<file path="config.mk">
export PLATFORM = sky130hd
export DESIGN_NAME = lsu_unit_flat
export DESIGN_NICKNAME = d
export VERILOG_FILES = /design/src/rtl/lsu_unit_if.sv /design/src/rtl/lsu_unit.sv /design/src/flat_wrapper.sv
export SDC_FILE = /design/constraint.sdc
export NUM_CORES = 1
export LEC_CHECK = 0
export CORE_MARGIN = 10
export CORE_UTILIZATION = 47
export CTS_BUF_LIST = sky130_fd_sc_hd__clkbuf_2
export CTS_CLUSTER_DIAMETER = 200
export CTS_CLUSTER_SIZE = 24
export DETAILED_ROUTE_END_ITERATION = 8
export PLACE_DENSITY = 0.84
export SETUP_SLACK_MARGIN = 0.05
export SYNTH_ARGS = -nofsm -noshare
export SYNTH_HDL_FRONTEND = slang
export SYNTH_SLANG_ARGS = --single-unit
</file>
<file path="constraint.sdc">
create_clock -name clk -period 2.7 [get_ports clk]
set_input_delay 0.405 -clock clk [delete_from_list [all_inputs] [get_ports clk]]
set_output_delay 0.405 -clock clk [all_outputs]
set_load 0.05 [all_outputs]
</file>
<file path="src/rtl/lsu_unit_if.sv">
// ============================================================================
// Module      : lsu_unit_if
// Description : Bundles the issue, writeback, memory and exception signals of
//               the load/store unit. The slave modport is the LSU's view and
//               the master modport is the view of the surrounding pipeline and
//               memory.
// Revision    : 1.0 - initial release
// ============================================================================
`default_nettype none

interface lsu_unit_if #(
    parameter int XLEN = 32
);
    // Issue side
    logic                issue_valid;
    logic                issue_ready;
    logic [3:0]          op;
    logic [XLEN-1:0]     rs1_data;
    logic [XLEN-1:0]     rs2_data;
    logic [11:0]         imm;
    logic [4:0]          rd;
    // Writeback side
    logic                wb_en;
    logic [4:0]          wb_rd;
    logic [XLEN-1:0]     wb_data;
    logic                wb_pending;
    // Data-memory port
    logic                mem_req;
    logic                mem_we;
    logic [XLEN-1:0]     mem_addr;
    logic [XLEN-1:0]     mem_wdata;
    logic [XLEN/8-1:0]   mem_wstrb;
    logic [XLEN-1:0]     mem_rdata;
    logic                mem_ack;
    // Exceptions
    logic                exc_valid;
    logic [3:0]          exc_cause;
    logic [XLEN-1:0]     exc_addr;

    modport slave (
        input  issue_valid, op, rs1_data, rs2_data, imm, rd, mem_rdata, mem_ack,
        output issue_ready, wb_en, wb_rd, wb_data, wb_pending,
        output mem_req, mem_we, mem_addr, mem_wdata, mem_wstrb,
        output exc_valid, exc_cause, exc_addr
    );

    modport master (
        output issue_valid, op, rs1_data, rs2_data, imm, rd, mem_rdata, mem_ack,
        input  issue_ready, wb_en, wb_rd, wb_data, wb_pending,
        input  mem_req, mem_we, mem_addr, mem_wdata, mem_wstrb,
        input  exc_valid, exc_cause, exc_addr
    );
endinterface

`default_nettype wire

</file>
<file path="src/rtl/lsu_unit.sv">
// ============================================================================
// Module      : lsu_unit
// Description : Execute-stage load/store unit. Accepts one op per issue
//               handshake, forms the effective address, issues a word-aligned
//               memory request with byte strobes, and returns sign/zero
//               extended load data to writeback. Raises illegal-op and
//               misalignment exceptions.
//               Optional macro LSU_TIMEOUT_EN adds a memory-ack watchdog that
//               raises an access fault after MEM_TIMEOUT cycles in ACCESS.
// Revision    : 1.0 - initial release
// ============================================================================
`default_nettype none

module lsu_unit #(
    parameter int XLEN        = 32,
    parameter int MEM_TIMEOUT = 255
) (
    input  wire logic  clk,
    input  wire logic  rst,      // asynchronous, active-low
    lsu_unit_if.slave  bus
);

    localparam int STRB_W = XLEN / 8;
    localparam int OFF_W  = $clog2(STRB_W);

    localparam logic [1:0] S_IDLE   = 2'd0;
    localparam logic [1:0] S_ACCESS = 2'd1;
    localparam logic [1:0] S_DONE   = 2'd2;
    localparam logic [1:0] S_EXC    = 2'd3;

    // Reject unsupported configurations at elaboration
    if (!((XLEN == 32) || (XLEN == 64)) || (MEM_TIMEOUT < 1)) begin : g_bad_param
        $error("lsu_unit: XLEN must be 32 or 64 and MEM_TIMEOUT at least 1");
    end

    logic [1:0]      state_q, state_d;
    logic [3:0]      op_q, op_d;
    logic [XLEN-1:0] ea_q, ea_d;
    logic [XLEN-1:0] wdata_q, wdata_d;
    logic [4:0]      rd_q, rd_d;
    logic [XLEN-1:0] wb_data_q, wb_data_d;
    logic            pend_q, pend_d;
    logic [3:0]      cause_q, cause_d;

    logic [XLEN-1:0] ea;
    logic            accept;
    logic            illegal;
    logic            misaligned;
    logic            timeout;
    logic [XLEN-1:0] rsh;
    logic [XLEN-1:0] load_ext;
    logic [7:0]      strb_base8;

    wire logic [OFF_W-1:0] off_q = ea_q[OFF_W-1:0];
    wire logic             store_q = op_q[3];

`ifdef LSU_TIMEOUT_EN
    localparam int TO_W = $clog2(MEM_TIMEOUT + 1);
    logic [TO_W-1:0] cnt_q, cnt_d;
`endif

    // Effective address: base plus sign-extended 12-bit offset
    assign ea     = bus.rs1_data + {{(XLEN-12){bus.imm[11]}}, bus.imm};
    assign accept = bus.issue_valid && (state_q == S_IDLE);

    // Decode the presented op for illegal encodings and misalignment
    always_comb begin
        illegal = ((bus.op[1:0] == 2'd3) && (XLEN == 32))
               || ((XLEN == 32) && !bus.op[3] && bus.op[2] && (bus.op[1:0] == 2'd2))
               || (bus.op == 4'b0111)
               || (bus.op[3] && bus.op[2]);
        case (bus.op[1:0])
            2'd0:    misaligned = 1'b0;
            2'd1:    misaligned = ea[0];
            2'd2:    misaligned = |ea[1:0];
            default: misaligned = |ea[2:0];
        endcase
    end

    // Watchdog expiry: ack arriving on the same cycle takes precedence
`ifdef LSU_TIMEOUT_EN
    assign timeout = (state_q == S_ACCESS) && !bus.mem_ack
                  && (cnt_q == TO_W'(MEM_TIMEOUT - 1));
`else
    assign timeout = 1'b0;
`endif

    // Lane-shift read data down and extend it to XLEN by size and signedness
    always_comb begin
        rsh      = bus.mem_rdata >> {off_q, 3'b000};
        load_ext = rsh;
        case (op_q[1:0])
            2'd0: begin
                load_ext       = {XLEN{!op_q[2] && rsh[7]}};
                load_ext[7:0]  = rsh[7:0];
            end
            2'd1: begin
                load_ext       = {XLEN{!op_q[2] && rsh[15]}};
                load_ext[15:0] = rsh[15:0];
            end
            2'd2: begin
                load_ext       = {XLEN{!op_q[2] && rsh[31]}};
                load_ext[31:0] = rsh[31:0];
            end
            default: load_ext = rsh;
        endcase
    end

    // State register
    always_ff @(posedge clk or negedge rst) begin
        if (!rst) state_q <= S_IDLE;
        else      state_q <= state_d;
    end

    // Next-state logic
    always_comb begin
        state_d = state_q;
        case (state_q)
            S_IDLE: begin
                if (accept) state_d = (illegal || misaligned) ? S_EXC : S_ACCESS;
            end
            S_ACCESS: begin
                if (bus.mem_ack) state_d = S_DONE;
                else if (timeout) state_d = S_EXC;
            end
            default: state_d = S_IDLE;
        endcase
    end

    // Datapath next values: latch op on accept, load data on ack
    always_comb begin
        op_d      = op_q;
        ea_d      = ea_q;
        wdata_d   = wdata_q;
        rd_d      = rd_q;
        wb_data_d = wb_data_q;
        pend_d    = pend_q;
        cause_d   = cause_q;
        if (accept) begin
            op_d    = bus.op;
            ea_d    = ea;
            wdata_d = bus.rs2_data;
            if (!bus.op[3]) rd_d = bus.rd;
            pend_d  = !bus.op[3] && !illegal && !misaligned;
            if (illegal)         cause_d = 4'd2;
            else if (misaligned) cause_d = bus.op[3] ? 4'd6 : 4'd4;
        end else if ((state_q == S_ACCESS) && bus.mem_ack) begin
            if (!store_q) wb_data_d = load_ext;
            pend_d = 1'b0;
        end else if (timeout) begin
            cause_d = store_q ? 4'd7 : 4'd5;
            pend_d  = 1'b0;
        end
    end

`ifdef LSU_TIMEOUT_EN
    // Cycles spent in ACCESS, cleared on entry
    always_comb begin
        cnt_d = cnt_q;
        if (accept)                     cnt_d = '0;
        else if (state_q == S_ACCESS)   cnt_d = cnt_q + TO_W'(1);
    end

    // Watchdog counter register
    always_ff @(posedge clk or negedge rst) begin
        if (!rst) cnt_q <= '0;
        else      cnt_q <= cnt_d;
    end
`endif

    // Datapath registers
    always_ff @(posedge clk or negedge rst) begin
        if (!rst) begin
            op_q      <= '0;
            ea_q      <= '0;
            wdata_q   <= '0;
            rd_q      <= '0;
            wb_data_q <= '0;
            pend_q    <= 1'b0;
            cause_q   <= '0;
        end else begin
            op_q      <= op_d;
            ea_q      <= ea_d;
            wdata_q   <= wdata_d;
            rd_q      <= rd_d;
            wb_data_q <= wb_data_d;
            pend_q    <= pend_d;
            cause_q   <= cause_d;
        end
    end

    // Strobe pattern for the access size before lane shifting
    always_comb begin
        case (op_q[1:0])
            2'd0:    strb_base8 = 8'h01;
            2'd1:    strb_base8 = 8'h03;
            2'd2:    strb_base8 = 8'h0F;
            default: strb_base8 = 8'hFF;
        endcase
    end

    // Outputs decoded from state; memory fields are held stable in ACCESS
    always_comb begin
        bus.issue_ready = (state_q == S_IDLE);
        bus.mem_req     = (state_q == S_ACCESS);
        bus.mem_we      = (state_q == S_ACCESS) && store_q;
        bus.mem_addr    = '0;
        bus.mem_wdata   = '0;
        bus.mem_wstrb   = '0;
        bus.wb_en       = (state_q == S_DONE) && !store_q;
        bus.wb_rd       = rd_q;
        bus.wb_data     = wb_data_q;
        bus.wb_pending  = pend_q;
        bus.exc_valid   = (state_q == S_EXC);
        bus.exc_cause   = '0;
        bus.exc_addr    = '0;
        if (state_q == S_ACCESS) begin
            bus.mem_addr = {ea_q[XLEN-1:OFF_W], {OFF_W{1'b0}}};
            if (store_q) begin
                bus.mem_wdata = wdata_q << {off_q, 3'b000};
                bus.mem_wstrb = strb_base8[STRB_W-1:0] << off_q;
            end
        end
        if (state_q == S_EXC) begin
            bus.exc_cause = cause_q;
            bus.exc_addr  = ea_q;
        end
    end

endmodule

`default_nettype wire
</file>
<file path="src/flat_wrapper.sv">
// flat-port wrapper written by rule: the top's interface ports become plain ports
module lsu_unit_flat 
#(
    parameter int XLEN        = 32,
    parameter int MEM_TIMEOUT = 255
)
  (clk, rst, bus_issue_valid, bus_op, bus_rs1_data, bus_rs2_data, bus_imm, bus_rd, bus_mem_rdata, bus_mem_ack, bus_issue_ready, bus_wb_en, bus_wb_rd, bus_wb_data, bus_wb_pending, bus_mem_req, bus_mem_we, bus_mem_addr, bus_mem_wdata, bus_mem_wstrb, bus_exc_valid, bus_exc_cause, bus_exc_addr);
  lsu_unit_if #(.XLEN(XLEN)) bus_i ();
  input  wire logic clk;
  input  wire logic rst;
  input wire logic [$bits(bus_i.issue_valid)-1:0] bus_issue_valid;
  input wire logic [$bits(bus_i.op)-1:0] bus_op;
  input wire logic [$bits(bus_i.rs1_data)-1:0] bus_rs1_data;
  input wire logic [$bits(bus_i.rs2_data)-1:0] bus_rs2_data;
  input wire logic [$bits(bus_i.imm)-1:0] bus_imm;
  input wire logic [$bits(bus_i.rd)-1:0] bus_rd;
  input wire logic [$bits(bus_i.mem_rdata)-1:0] bus_mem_rdata;
  input wire logic [$bits(bus_i.mem_ack)-1:0] bus_mem_ack;
  output wire logic [$bits(bus_i.issue_ready)-1:0] bus_issue_ready;
  output wire logic [$bits(bus_i.wb_en)-1:0] bus_wb_en;
  output wire logic [$bits(bus_i.wb_rd)-1:0] bus_wb_rd;
  output wire logic [$bits(bus_i.wb_data)-1:0] bus_wb_data;
  output wire logic [$bits(bus_i.wb_pending)-1:0] bus_wb_pending;
  output wire logic [$bits(bus_i.mem_req)-1:0] bus_mem_req;
  output wire logic [$bits(bus_i.mem_we)-1:0] bus_mem_we;
  output wire logic [$bits(bus_i.mem_addr)-1:0] bus_mem_addr;
  output wire logic [$bits(bus_i.mem_wdata)-1:0] bus_mem_wdata;
  output wire logic [$bits(bus_i.mem_wstrb)-1:0] bus_mem_wstrb;
  output wire logic [$bits(bus_i.exc_valid)-1:0] bus_exc_valid;
  output wire logic [$bits(bus_i.exc_cause)-1:0] bus_exc_cause;
  output wire logic [$bits(bus_i.exc_addr)-1:0] bus_exc_addr;
  assign bus_i.issue_valid = bus_issue_valid;
  assign bus_i.op = bus_op;
  assign bus_i.rs1_data = bus_rs1_data;
  assign bus_i.rs2_data = bus_rs2_data;
  assign bus_i.imm = bus_imm;
  assign bus_i.rd = bus_rd;
  assign bus_i.mem_rdata = bus_mem_rdata;
  assign bus_i.mem_ack = bus_mem_ack;
  assign bus_issue_ready = bus_i.issue_ready;
  assign bus_wb_en = bus_i.wb_en;
  assign bus_wb_rd = bus_i.wb_rd;
  assign bus_wb_data = bus_i.wb_data;
  assign bus_wb_pending = bus_i.wb_pending;
  assign bus_mem_req = bus_i.mem_req;
  assign bus_mem_we = bus_i.mem_we;
  assign bus_mem_addr = bus_i.mem_addr;
  assign bus_mem_wdata = bus_i.mem_wdata;
  assign bus_mem_wstrb = bus_i.mem_wstrb;
  assign bus_exc_valid = bus_i.exc_valid;
  assign bus_exc_cause = bus_i.exc_cause;
  assign bus_exc_addr = bus_i.exc_addr;
  lsu_unit #(.XLEN(XLEN), .MEM_TIMEOUT(MEM_TIMEOUT)) u_core (.clk(clk), .rst(rst), .bus(bus_i));
endmodule
</file>
-- Word-level counts from Yosys, hierarchy flattened
Cells that the tools add are included.
- flip-flop bits (word level): 112
- bits of input ports: 121
- logic and storage cells: 76
- add/sub/neg operators: 1
- eq/ne operators: 11
- shifts and indexed selects: 3
- mux-type cells: 19
- bitwise gates (word level): 3
- reductions and logical operators: 31
- operator list (cell ; count):
    32-bit 2-to-1 mux ; 4
    32-bit case mux with 2 select lines ; 1
    32-bit adder ; 1
    32-bit by 5-bit << shifter with 32-bit output ; 1
    32-bit by 5-bit right shift with 32-bit output ; 1
    4-bit 2-to-1 mux ; 5
    4-bit case mux with 3 select lines ; 1
    1-bit logical AND ; 11
    2-bit equality test (second input constant) ; 5
    2-bit 2-to-1 mux ; 4
    2-bit by 1-bit equality test with 1-bit output (second input constant) ; 3
    2-bit zero test ; 3
    2-bit AND reduction ; 3
    1-bit zero test ; 5
    4-bit by 3-bit equality test with 1-bit output (second input constant) ; 1
    1-bit logical OR ; 4
    2-bit case mux with 2 select lines ; 1
    2-bit nonzero test ; 2
    4-bit by 2-bit << shifter with 4-bit output ; 1
    1-bit inverter ; 3
    1-bit case mux with 3 select lines ; 1
    3-bit AND reduction ; 1
    3-bit OR reduction ; 1
    1-bit 2-to-1 mux ; 2
    3 further kinds ; 3

-- Longest topological paths before layout
Gate-level depths: netlist of the first run.
- word-level depth: 10
- gate-level depth with buffers: 11
- mapped depth without buffers: 11

-- Worst setup path after synthesis of the first run
OpenSTA, ideal clock, no wires.
- path kind: register -> output
- start point: register u_core.ea_q[0]
- end point: output port bus_mem_wdata[24]
- arrival time: 2.630 ns
- data required time: 2.295 ns
- path slack: -0.335 ns
- stages on the path, launching flop included: 6
- path buffers: 3
- path through: dfrtp_1 buf_2 buf_1 clkbuf_1 mux2i_1 a211oi_1
- cells in the longest elaborated chain, start to end: 3
- RTL lines (what ; RTL line ; text):
    start, declared ; lsu_unit.sv:38 ; logic [XLEN-1:0] ea_q, ea_d;
    start signal, assigned ; lsu_unit.sv:175 ; ea_q <= '0;
    start signal, assigned ; lsu_unit.sv:183 ; ea_q <= ea_d;
    32-bit by 5-bit << shifter with 32-bit output ; lsu_unit.sv:220 ; bus.mem_wdata = wdata_q << {off_q, 3'b000};
    32-bit 2-to-1 mux ; lsu_unit.sv:219 ; if (store_q) begin
    32-bit 2-to-1 mux ; lsu_unit.sv:217 ; if (state_q == S_ACCESS) begin
    end, declared ; flat_wrapper.sv:27 ; output wire logic [$bits(bus_i.mem_wdata)-1:0] bus_mem_wdata;
No other way between the ends.

-- Worst setup path in the final report of the first run
- start point: input port bus_imm[0]
- end point: register u_core.ea_q[31]
- cells in the longest elaborated chain, start to end: 1
- RTL lines (what ; RTL line ; text):
    start, declared ; flat_wrapper.sv:15 ; input wire logic [$bits(bus_i.imm)-1:0] bus_imm;
    32-bit adder ; lsu_unit.sv:63 ; assign ea = bus.rs1_data + {{(XLEN-12){bus.imm[11]}}, bus.imm};
No other way between the ends.
A chain may end at the register's enable or synchronous reset.

==> results.tsv, run 1 <==
stage	metric	value	unit
run_status	status	complete, no violations	
yosys	avgSynthCellArea	8.87	µm²
place	place.gp.congestion	0.928	
routing	drc	0	
worst_setup_path	cp_max_fo	3	
worst_setup_path	worstRegToRegCells	6	
worst_setup_path	required	3220	ps
worst_setup_path	r2r_end	u_core.bus.wb_data[9]$_DFFE_PN0P_	
pwr	combinationalPowerShare	69.1	%
timing	fin_ws	143	ps
place	io_buffers	263	
routing	routed_wl	24900	µm
clock_tree	cts-buffers-inserted	9	
flow_run	cap_violations	0	
clock_tree	cts.reportedPaths.clkPinSlew	310	ps
routing	drtPass1Iterations	5	
layout	layout-drive-gt1-share	25.7	%
layout	layout_commonest_cell	clkdlybuf4s50_1	
floorplan	io_pins	268	
yosys	synth_flop_cell	dfrtp_1	
pwr	switching_share	50.7	%
layout	final_nets	1280	
timing	skew	23.5	ps
place	post-place-ws	-574	ps
yosys	async_flop_share	100	%
floorplan	die_y	144	µm
worst_setup_path	timing.rr.start	u_core.state_q[1]$_DFFE_PN0P_	
timing	maxSlewHeadroom	56.7	%
floorplan	die_x	144	µm
yosys	synth_edf_count	0	
timing	drv_slew	0	
timing	hold_viol_final	0	
floorplan	design.core.area	15200	µm²
pwr	irDropWorstVdd	0.540	mV
global_routing	grt_max_degree	54	
layout	multi_input_area	4350	µm²
pwr	power_frac_seq	25.2	%
worst_setup_path	endpoint_kind	flop	
global_routing	grt_usage	23.2	%
routing	dr_wl_met2	12900	µm
worst_setup_path	arrival	3080	ps
routing	maxUsedRoutingLayer	met4	
worst_setup_path	critPathKind	input port to flop	
global_routing	antenna_found_initial	3	
floorplan	die_area	20900	µm²
yosys	netlist_area	7280	µm²
pwr	p_leak	5.20	nW
floorplan	start_util	47.9	%
clock_tree	cts_max_level	3	
routing	dr_wl_met3	1870	µm
layout	final_area	11400	µm²
floorplan	std_cell_rows	45	
routing	drtAntennaViolNets	0	
routing	detail_route.wl_per_cell	18.8	µm
layout	fill_cells	1095	
timing	rsz0062_at_grt	no	
timing	setup_viol	0	
yosys	yosysWarnings	0	
routing	viasPerCell	5.38	
pwr	p_sw	6.23	mW
worst_setup_path	rrSetupSlack	430	ps
worst_hold_path	min_path_type	input port to asynchronous set/reset pin	
timing	fin_crit_sh	94.7	%
clock_tree	ctsRootBufferMaster	clkbuf_2	
clock_tree	clockBufferDepth	2	
place	place_area	11200	µm²
pwr	power_density	1080	nW/µm²
layout	area_growth	56.5	%
timing	worst_pin_slew	648	ps
layout	final_cell_mix	clkdlybuf4s50_1, buf_4, dfrtp_1	
pwr	power.internal	6.04	mW
routing	vias	7107	
yosys	synth_cells	820	
yosys	ys_types	47	
yosys	synth-seq-cells	110	
place	dp_hpwl	19700	µm
global_routing	grt_pass1_wl	38400	µm
layout	final-seq-area	2760	µm²
timing	max_freq	391	MHz
pwr	clockPowerShare	5.8	%
clock_tree	clock-sinks	110	
timing	min_period	2560	ps
worst_setup_path	crit_path_start_kind	input port	
clock_tree	cts_tree	done	
routing	drtIter0Drc	343	
yosys	ys_seq_area_share	37.8	%
global_routing	grt_pass1_vias	7291	
clock_tree	clk_latency	610	ps
routing	m1WireLength	9550	µm
global_routing	grt-ovfl-total	0	
registers in the layout, summed over array words and instances, names as in the netlist:
register               flops
u_core.ea_q               32
u_core.bus.wb_rd           5
u_core.cause_q             2
u_core.state_q             2
u_core.bus.wb_data        32
u_core.op_q                4
u_core.bus.wb_pending      1
u_core.wdata_q            32
worst max-delay path, stage by stage:
cell             delay, ps
clkdlybuf4s50_1        420
ha_1                   250
buf_4                  160
a211oi_4               260
nor4_2                 100
nor4_2                 320
o41ai_2                120
buf_4                  150
a21bo_1                220
a211o_1                260
a31oi_1                210
xnor2_1                140
o21ai_1                 70
layer usage:
metal  vias up  GRT usage (%)
met4         0           7.87
met5         -              0
li1       3474              -
met1      3355           26.2
met2       240           41.7
met3        38           5.44
synth_stat cells (all sizes together) (4+ instances only):
cell type    n  area [µm²]
and2        43         269
nand2b       4        25.0
xnor2       17         149
ha          31         388
o21bai       6        45.0
a21oi       67         339
a211oi      28         220
nand2       85         322
nor2        83         312
mux2        45         507
nand3       13        65.1
o22a         9        78.8
clkbuf      36         135
or2          6        37.5
nor3         5        25.0
buf         21         119
inv         11        41.3
xor2        13         114
mux2i       32         320
o31ai        4        40.0
a21o        17         128
nor2b       18         113
o21ai       54         270
and3        34         213
dfrtp      110        2750
how the worst max path moves through the flow:
stage                                  endpoint                       start  cells past startpoint  slack, ps
floorplan                      bus_mem_wstrb[3]  u_core.ea_q[0]$_DFFE_PN0P_                      5         50
global placement    u_core.ea_q[31]$_DFFE_PN0P_                  bus_imm[0]                     13       -540
detailed placement  u_core.ea_q[31]$_DFFE_PN0P_                  bus_imm[0]                     13       -570
CTS                           bus_mem_wdata[29]  u_core.ea_q[0]$_DFFE_PN0P_                      5         60
global route        u_core.ea_q[28]$_DFFE_PN0P_                  bus_imm[0]                     13         40
finish              u_core.ea_q[31]$_DFFE_PN0P_                  bus_imm[0]                     13        140
final cells by class:
cell class	count	share of cell area, %
clock buffer	11	0.484
sequential	110	24.2
timing repair buffer	350	34.3
tap	188	2.07
antenna	2	0.0440
inverter	11	0.363
clock inverter	5	0.308
multi-input combinational	645	38.2
cell families (layout without fill, tap and decap cells):
logic type,after synthesis,after routing,share of synthesized area (%)
AOI/OAI and AO/OA,202,202,17.5
DFF,110,110,37.8
buffers and inverters,68,377,4.06
and+or+nand+nor,300,300,20.0
muxes,77,77,11.4
other,1,6,0.0515
xor gates and xnor gates,30,30,3.61
adders and majority gates,32,32,5.61
power by group through the flow:
| stage | Combinational, mW | Clock [mW] | Sequential, mW |
|---|---|---|---|
| 3_5_place_dp | 8.34 | 0 | 3.17 |
| 5_1_grt | 9.00 | 0.779 | 3.19 |
| 3_3_place_gp | 8.20 | 0 | 3.11 |
| 6_report | 8.47 | 0.706 | 3.09 |
| 2_1_floorplan | 4.28 | 0 | 3.89 |
| 4_1_cts | 8.47 | 0.731 | 3.07 |
through the flow:
step / power, mW / instances / hold WS [ps] / TNS [ps] / util (%)
floorplan: 8.17 / 823 / 109 / 0 / -
global placement: 11.3 / 1297 / 333 / -5310 / 73.5
detailed placement: 11.5 / 1297 / 335 / -6210 / 73.5
CTS: 12.3 / 1318 / 142 / 0 / 74.5
global route: 13.0 / 1321 / 154 / 0 / 74.9
finish: 12.3 / 1322 / 189 / 0 / 74.9
repair_timing:
item / CTS / global route
pin swaps: 1 / 4
resized for setup: 3 / 9
hold buffers: 1 / 0
endpoints found under the setup margin: 26 / 24
buffers inserted: 4 / 2
endpoints found under the hold margin: 60 / 0
Note: power is estimated with default switching activity, not from simulation.
==> run 2, diff against run 1 <==
--- a/config.mk
+++ b/config.mk
@@ -13,6 +13,7 @@
 export DETAILED_ROUTE_END_ITERATION = 8
 export PLACE_DENSITY = 0.84
 export SETUP_SLACK_MARGIN = 0.05
+export SKIP_CTS_REPAIR_TIMING = 1
 export SYNTH_ARGS = -nofsm -noshare
 export SYNTH_HDL_FRONTEND = slang
 export SYNTH_SLANG_ARGS = --single-unit
==> run 2 against run 1 <==
Setup slack improved by 4.3 ps. Critical path depth did not move. Clock-buffer cell count did not move. Maximum frequency rose by 0.17%. Clock skew fell by 0.82 ps.
==> results.tsv, run 2 (synthesized netlist as in run 1, its figures left out) <==
stage	metric	value	unit	change
run_status	status	complete, no violations		unchanged
clock_tree	clk_latency	610	ps	about the same
floorplan	die_y	144	µm	unchanged
routing	viasPerCell	5.40		was 5.38
timing	rsz0062_at_grt	no		unchanged
timing	hold_viol_final	0		unchanged
layout	fill_cells	1095		unchanged
layout	layout_commonest_cell	clkdlybuf4s50_1		unchanged
global_routing	grt_max_degree	54		unchanged
layout	final_cell_mix	clkdlybuf4s50_1, buf_4, dfrtp_1		unchanged
worst_setup_path	endpoint_kind	flop		unchanged
place	io_buffers	263		unchanged
worst_setup_path	crit_path_start_kind	input port		unchanged
clock_tree	clockBufferDepth	2		unchanged
routing	drtIter0Drc	385		was 343
clock_tree	cts-buffers-inserted	9		unchanged
worst_setup_path	critPathKind	input port to flop		unchanged
clock_tree	cts.reportedPaths.clkPinSlew	310	ps	about the same
place	place.gp.congestion	0.928		unchanged
floorplan	start_util	47.9	%	unchanged
layout	final_nets	1280		unchanged
routing	drtAntennaViolNets	0		unchanged
layout	layout-drive-gt1-share	25.6	%	was 25.7%
clock_tree	clock-sinks	110		unchanged
pwr	power_density	1080	nW/µm²	about the same
clock_tree	ctsRootBufferMaster	clkbuf_2		unchanged
timing	worst_pin_slew	649	ps	was 648 ps
pwr	irDropWorstVdd	0.540	mV	about the same
timing	maxSlewHeadroom	56.6	%	was 56.7%
routing	drc	0		unchanged
timing	max_freq	392	MHz	was 391 MHz
timing	skew	22.7	ps	was 23.5 ps
layout	area_growth	56.5	%	about the same
routing	detail_route.wl_per_cell	19.0	µm	was 18.8 µm
floorplan	std_cell_rows	45		unchanged
timing	tns	0	ps	unchanged
pwr	power	12.3	mW	about the same
timing	min_period	2550	ps	was 2560 ps
timing	drv_slew	0		unchanged
layout	final_cells	1322		unchanged
global_routing	grt-ovfl-total	0		unchanged
pwr	p_leak	5.20	nW	about the same
global_routing	grt_usage	23.0	%	was 23.2%
floorplan	die_area	20900	µm²	unchanged
worst_setup_path	worstRegToRegCells	6		unchanged
place	dp.cells	1297		unchanged
clock_tree	cts_tree	done		unchanged
floorplan	die_x	144	µm	unchanged
global_routing	grt_pass1_wl	38100	µm	was 38400 µm
floorplan	io_pins	268		unchanged
worst_setup_path	required	3220	ps	about the same
timing	setup_viol	0		unchanged
routing	vias	7134		was 7107
worst_hold_path	min_path_type	input port to asynchronous set/reset pin		unchanged
place	dp_hpwl	19700	µm	unchanged
place	post-place-ws	-574	ps	unchanged
worst_setup_path	cp_max_fo	3		unchanged
routing	routed_wl	25100	µm	was 24900 µm
timing	fin_hold_ws	191	ps	was 189 ps
timing	fin_crit_sh	94.6	%	was 94.7%
floorplan	design.core.area	15200	µm²	unchanged
timing	fin_ws	147	ps	was 143 ps
worst_setup_path	arrival	3080	ps	about the same
flow_run	cap_violations	0		unchanged
global_routing	antenna_found_initial	3		unchanged
clock_tree	cts_max_level	3		unchanged
global_routing	grt_pass1_vias	7249		was 7291
routing	drtPass1Iterations	5		unchanged
-- run 2: changes by cell type in the layout (fill, tap and decap cells not counted) --
cell and change:
nor2_4 +1, buf_4 -2, buf_2 +1, nor2_2 -1, nor2_1 +1, buf_8 +1, buf_6 -1
-- run 2: layout make-up --
class / instances / area (µm²) / share of cell area, %
clock inverters: 5 / 35.0 / 0.308
well taps: 188 / 235 / 2.07
inverters: 11 / 41.3 / 0.363
flip-flops and latches: 110 / 2760 / 24.2
multi-input cells: 646 / 4350 / 38.2
diodes: 2 / 5.00 / 0.0440
repair buffers: 349 / 3900 / 34.3
clock buffers: 11 / 55.1 / 0.484
-- run 2: final timing paths --
check / end / slack [ps] / startpoint
worst min-delay path: u_core.wdata_q[5]$_DFFE_PN0P_ / 190 / rst
worst min register to register: u_core.bus.wb_data[2]$_DFFE_PN0P_ / 520 / u_core.bus.wb_data[2]$_DFFE_PN0P_
worst max register to register: u_core.bus.wb_data[9]$_DFFE_PN0P_ / 440 / u_core.state_q[1]$_DFFE_PN0P_
min in group clk: u_core.wdata_q[21]$_DFFE_PN0P_ / 370 / bus_rs2_data[21]
worst max-delay path: u_core.ea_q[31]$_DFFE_PN0P_ / 150 / bus_imm[0]
max in group asynchronous: u_core.ea_q[29]$_DFFE_PN0P_ / 1700 / rst
-- run 2: power by group --
part / internal [mW] / total (mW) / switching (mW) / leakage (nW)
combinational: 3.44 / 8.50 / 5.06 / 3.82
sequential: 2.47 / 3.08 / 0.609 / 1.31
clock: 0.131 / 0.706 / 0.575 / 0.0623
total: 6.04 / 12.3 / 6.24 / 5.20
-- run 2: per-stage QoR --
stage	instance area, µm²	util, %
finish	11400	74.9
CTS	11300	74.1
floorplan	7340	-
global route	11400	74.9
global placement	11200	73.5
detailed placement	11200	73.5
-- run 2: metal layers --
metal  up-vias  track usage [%]  share of wire [%]
met4         0             7.66                2.1
met3        33             5.38                7.6
met5         -                0                  0
met1      3369             26.0                 38
li1       3477                -                  -
met2       255             41.6                 52
-- run 2: critical path: stages --
cell and delay, ps:
clkdlybuf4s50_1 420, ha_1 250, buf_4 160, a211oi_4 260, nor4_2 90, nor4_2 320
o41ai_2 120, buf_4 150, a21bo_1 220, a211o_1 260, a31oi_1 210, xnor2_1 140
o21ai_1 70
==> run 3, diff against run 2 <==
--- a/config.mk
+++ b/config.mk
@@ -11,6 +11,7 @@
 export CTS_CLUSTER_DIAMETER = 200
 export CTS_CLUSTER_SIZE = 24
 export DETAILED_ROUTE_END_ITERATION = 8
+export MAX_ROUTING_LAYER = met4
 export PLACE_DENSITY = 0.84
 export SETUP_SLACK_MARGIN = 0.05
 export SKIP_CTS_REPAIR_TIMING = 1
==> run 3 against run 2 <==
Global-route usage grew 0.79 points. Setup slack lost 13 ps. Critical path depth is the same. Highest routed layer unchanged. Non-clock buffer count is the same. Flip-flop and latch count is the same. Power shrank 0.26%. Die area is the same. Clock skew is essentially flat. Sequential power is essentially flat. Largest cell class unchanged.
==> results.tsv, run 3 (synthesized netlist as in run 1, its figures left out) <==
stage	metric	value	unit	change
global_routing	antenna_found_initial	2		was 3
pwr	power_density	1080	nW/µm²	about the same
routing	dr_wl_met3	1420	µm	was 1920 µm
layout	final_nets	1281		was 1280
pwr	p_leak	5.18	nW	was 5.20 nW
global_routing	grt_usage	23.8	%	was 23.0%
floorplan	io_pins	268		unchanged
floorplan	die_y	144	µm	unchanged
place	post-place-ws	-562	ps	was -574 ps
routing	vias	7225		was 7134
global_routing	grt_pass1_vias	7218		was 7249
timing	tns	0	ps	unchanged
timing	drv_slew	0		unchanged
flow_run	cap_violations	0		unchanged
floorplan	start_util	47.9	%	unchanged
timing	hold_viol_final	0		unchanged
layout	final_area	11400	µm²	about the same
floorplan	die_x	144	µm	unchanged
timing	fin_hold_ws	282	ps	was 191 ps
timing	fin_ws	134	ps	was 147 ps
layout	final_cell_mix	clkdlybuf4s50_1, buf_4, dfrtp_1		unchanged
pwr	p_sw	6.24	mW	about the same
pwr	switching_share	50.9	%	was 50.8%
place	io_buffers	263		unchanged
routing	dr_wl_met2	12900	µm	was 13000 µm
worst_setup_path	worstRegToRegCells	6		unchanged
layout	area_growth	56.2	%	was 56.5%
timing	skew	23.1	ps	was 22.7 ps
pwr	irDropWorstVdd	0.557	mV	was 0.540 mV
routing	detail_route.wl_per_cell	19.1	µm	was 19.0 µm
clock_tree	clockBufferDepth	2		unchanged
routing	drc	0		unchanged
worst_setup_path	timing.rr.start	u_core.state_q[1]$_DFFE_PN0P_		unchanged
routing	drtAntennaViolNets	0		unchanged
routing	drtIter0Drc	479		was 385
routing	routed_wl	25200	µm	was 25100 µm
worst_hold_path	min_path_type	input port to asynchronous set/reset pin		unchanged
worst_setup_path	critPathKind	input port to flop		unchanged
layout	layout-drive-gt1-share	25.9	%	was 25.6%
worst_setup_path	crit_path_start_kind	input port		unchanged
pwr	combinationalPowerShare	69.4	%	was 69.2%
worst_setup_path	arrival	3120	ps	was 3080 ps
place	dp_hpwl	19800	µm	was 19700 µm
timing	fin_crit_sh	95.0	%	was 94.6%
worst_setup_path	slowest_stage	clkdlybuf4s50_1		unchanged
clock_tree	cts_max_level	3		unchanged
global_routing	grt_pass1_wl	38200	µm	was 38100 µm
worst_setup_path	cp_num_buf_inv	2		was 3
worst_setup_path	required	3250	ps	was 3220 ps
place	place_area	11200	µm²	unchanged
floorplan	design.core.area	15200	µm²	unchanged
run_status	status	complete, no violations		unchanged
timing	setup_viol	0		unchanged
clock_tree	ctsRootBufferMaster	clkbuf_2		unchanged
pwr	power.internal	6.02	mW	was 6.04 mW
clock_tree	cts-buffers-inserted	9		unchanged
worst_setup_path	cp_max_fo	5		was 3
layout	fin_util	74.8	%	was 74.9%
worst_setup_path	rrSetupSlack	370	ps	was 440 ps
pwr	power_frac_seq	25.1	%	was 25.0%
global_routing	grt-ovfl-total	0		unchanged
floorplan	std_cell_rows	45		unchanged
floorplan	die_area	20900	µm²	unchanged
worst_setup_path	worstSetupStartpoint	bus_imm[0]		unchanged
clock_tree	cts.reportedPaths.clkPinSlew	300	ps	was 310 ps
routing	m1WireLength	10100	µm	was 9590 µm
worst_setup_path	endpoint_kind	flop		unchanged
routing	drtPass1Iterations	4		was 5
pwr	clockPowerShare	5.5	%	was 5.7%
place	place.gp.congestion	0.902		was 0.928
worst_setup_path	critical-path-top-delay-family	compound AO/OA/AOI/OAI gates		unchanged
timing	min_period	2570	ps	was 2550 ps
global_routing	grt_max_degree	46		was 54
layout	final_cells	1321		was 1322
clock_tree	clk_latency	610	ps	about the same
worst_setup_path	cpPeakStageDelay	480	ps	was 420 ps
place	dp.cells	1297		unchanged
pwr	power	12.3	mW	about the same
timing	rsz0062_at_grt	yes		was no
routing	maxUsedRoutingLayer	met4		unchanged
timing	maxSlewHeadroom	54.5	%	was 56.6%
clock_tree	clock-sinks	110		unchanged
timing	max_freq	390	MHz	was 392 MHz
layout	layout_commonest_cell	clkdlybuf4s50_1		unchanged
timing	worst_pin_slew	680	ps	was 649 ps
clock_tree	cts_tree	done		unchanged
routing	viasPerCell	5.47		was 5.40
worst_setup_path	r2r_end	u_core.bus.wb_data[8]$_DFFE_PN0P_		was u_core.bus.wb_data[9]$_DFFE_PN0P_
worst_setup_path	worstPathCellList	clkdlybuf4s50_1, ha_1, fa_1, nand3_1, a211oi_1, a211oi_2, buf_4, o41ai_2, o21ai_2, nor3_1, nor2_1, xor2_1, o21ai_0		was clkdlybuf4s50_1, ha_1, buf_4, a211oi_4, nor4_2, nor4_2, o41ai_2, buf_4, a21bo_1, a211o_1, a31oi_1, xnor2_1, o21ai_1
run 3: power by group through the flow:
stage	registers [mW]	logic [mW]	clock network, mW
global route	3.19	9.01	0.753
detailed placement	3.19	8.33	0
finish	3.08	8.51	0.671
floorplan	3.89	4.28	0
CTS	3.14	8.34	0.685
global placement	3.13	8.18	0
run 3: final cells by class:
cell class | count | area, µm²
Multi-Input combinational cell | 647 | 4360
Timing Repair Buffer | 349 | 3890
Fill cell | 1088 | 3840
Sequential cell | 110 | 2760
Tap cell | 188 | 235
Clock buffer | 10 | 50.0
Inverter | 11 | 41.3
Clock inverter | 4 | 25.0
Antenna cell | 2 | 5.00
run 3: worst max path at each step:
stage,end,slack [ps],cells after the start
floorplan,bus_mem_wstrb[3],50,5
global placement,u_core.ea_q[31]$_DFFE_PN0P_,-540,13
detailed placement,u_core.ea_q[31]$_DFFE_PN0P_,-560,13
CTS,bus_mem_wdata[7],-70,4
global route,bus_mem_wdata[0],20,6
finish,u_core.ea_q[26]$_DFFE_PN0P_,130,13
run 3: routing by layer:
metal  GRT usage, %  up-vias
met5              -        -
met4           9.89        0
met3           4.10       48
met2           40.8      243
met1           27.1     3453
li1               -     3481
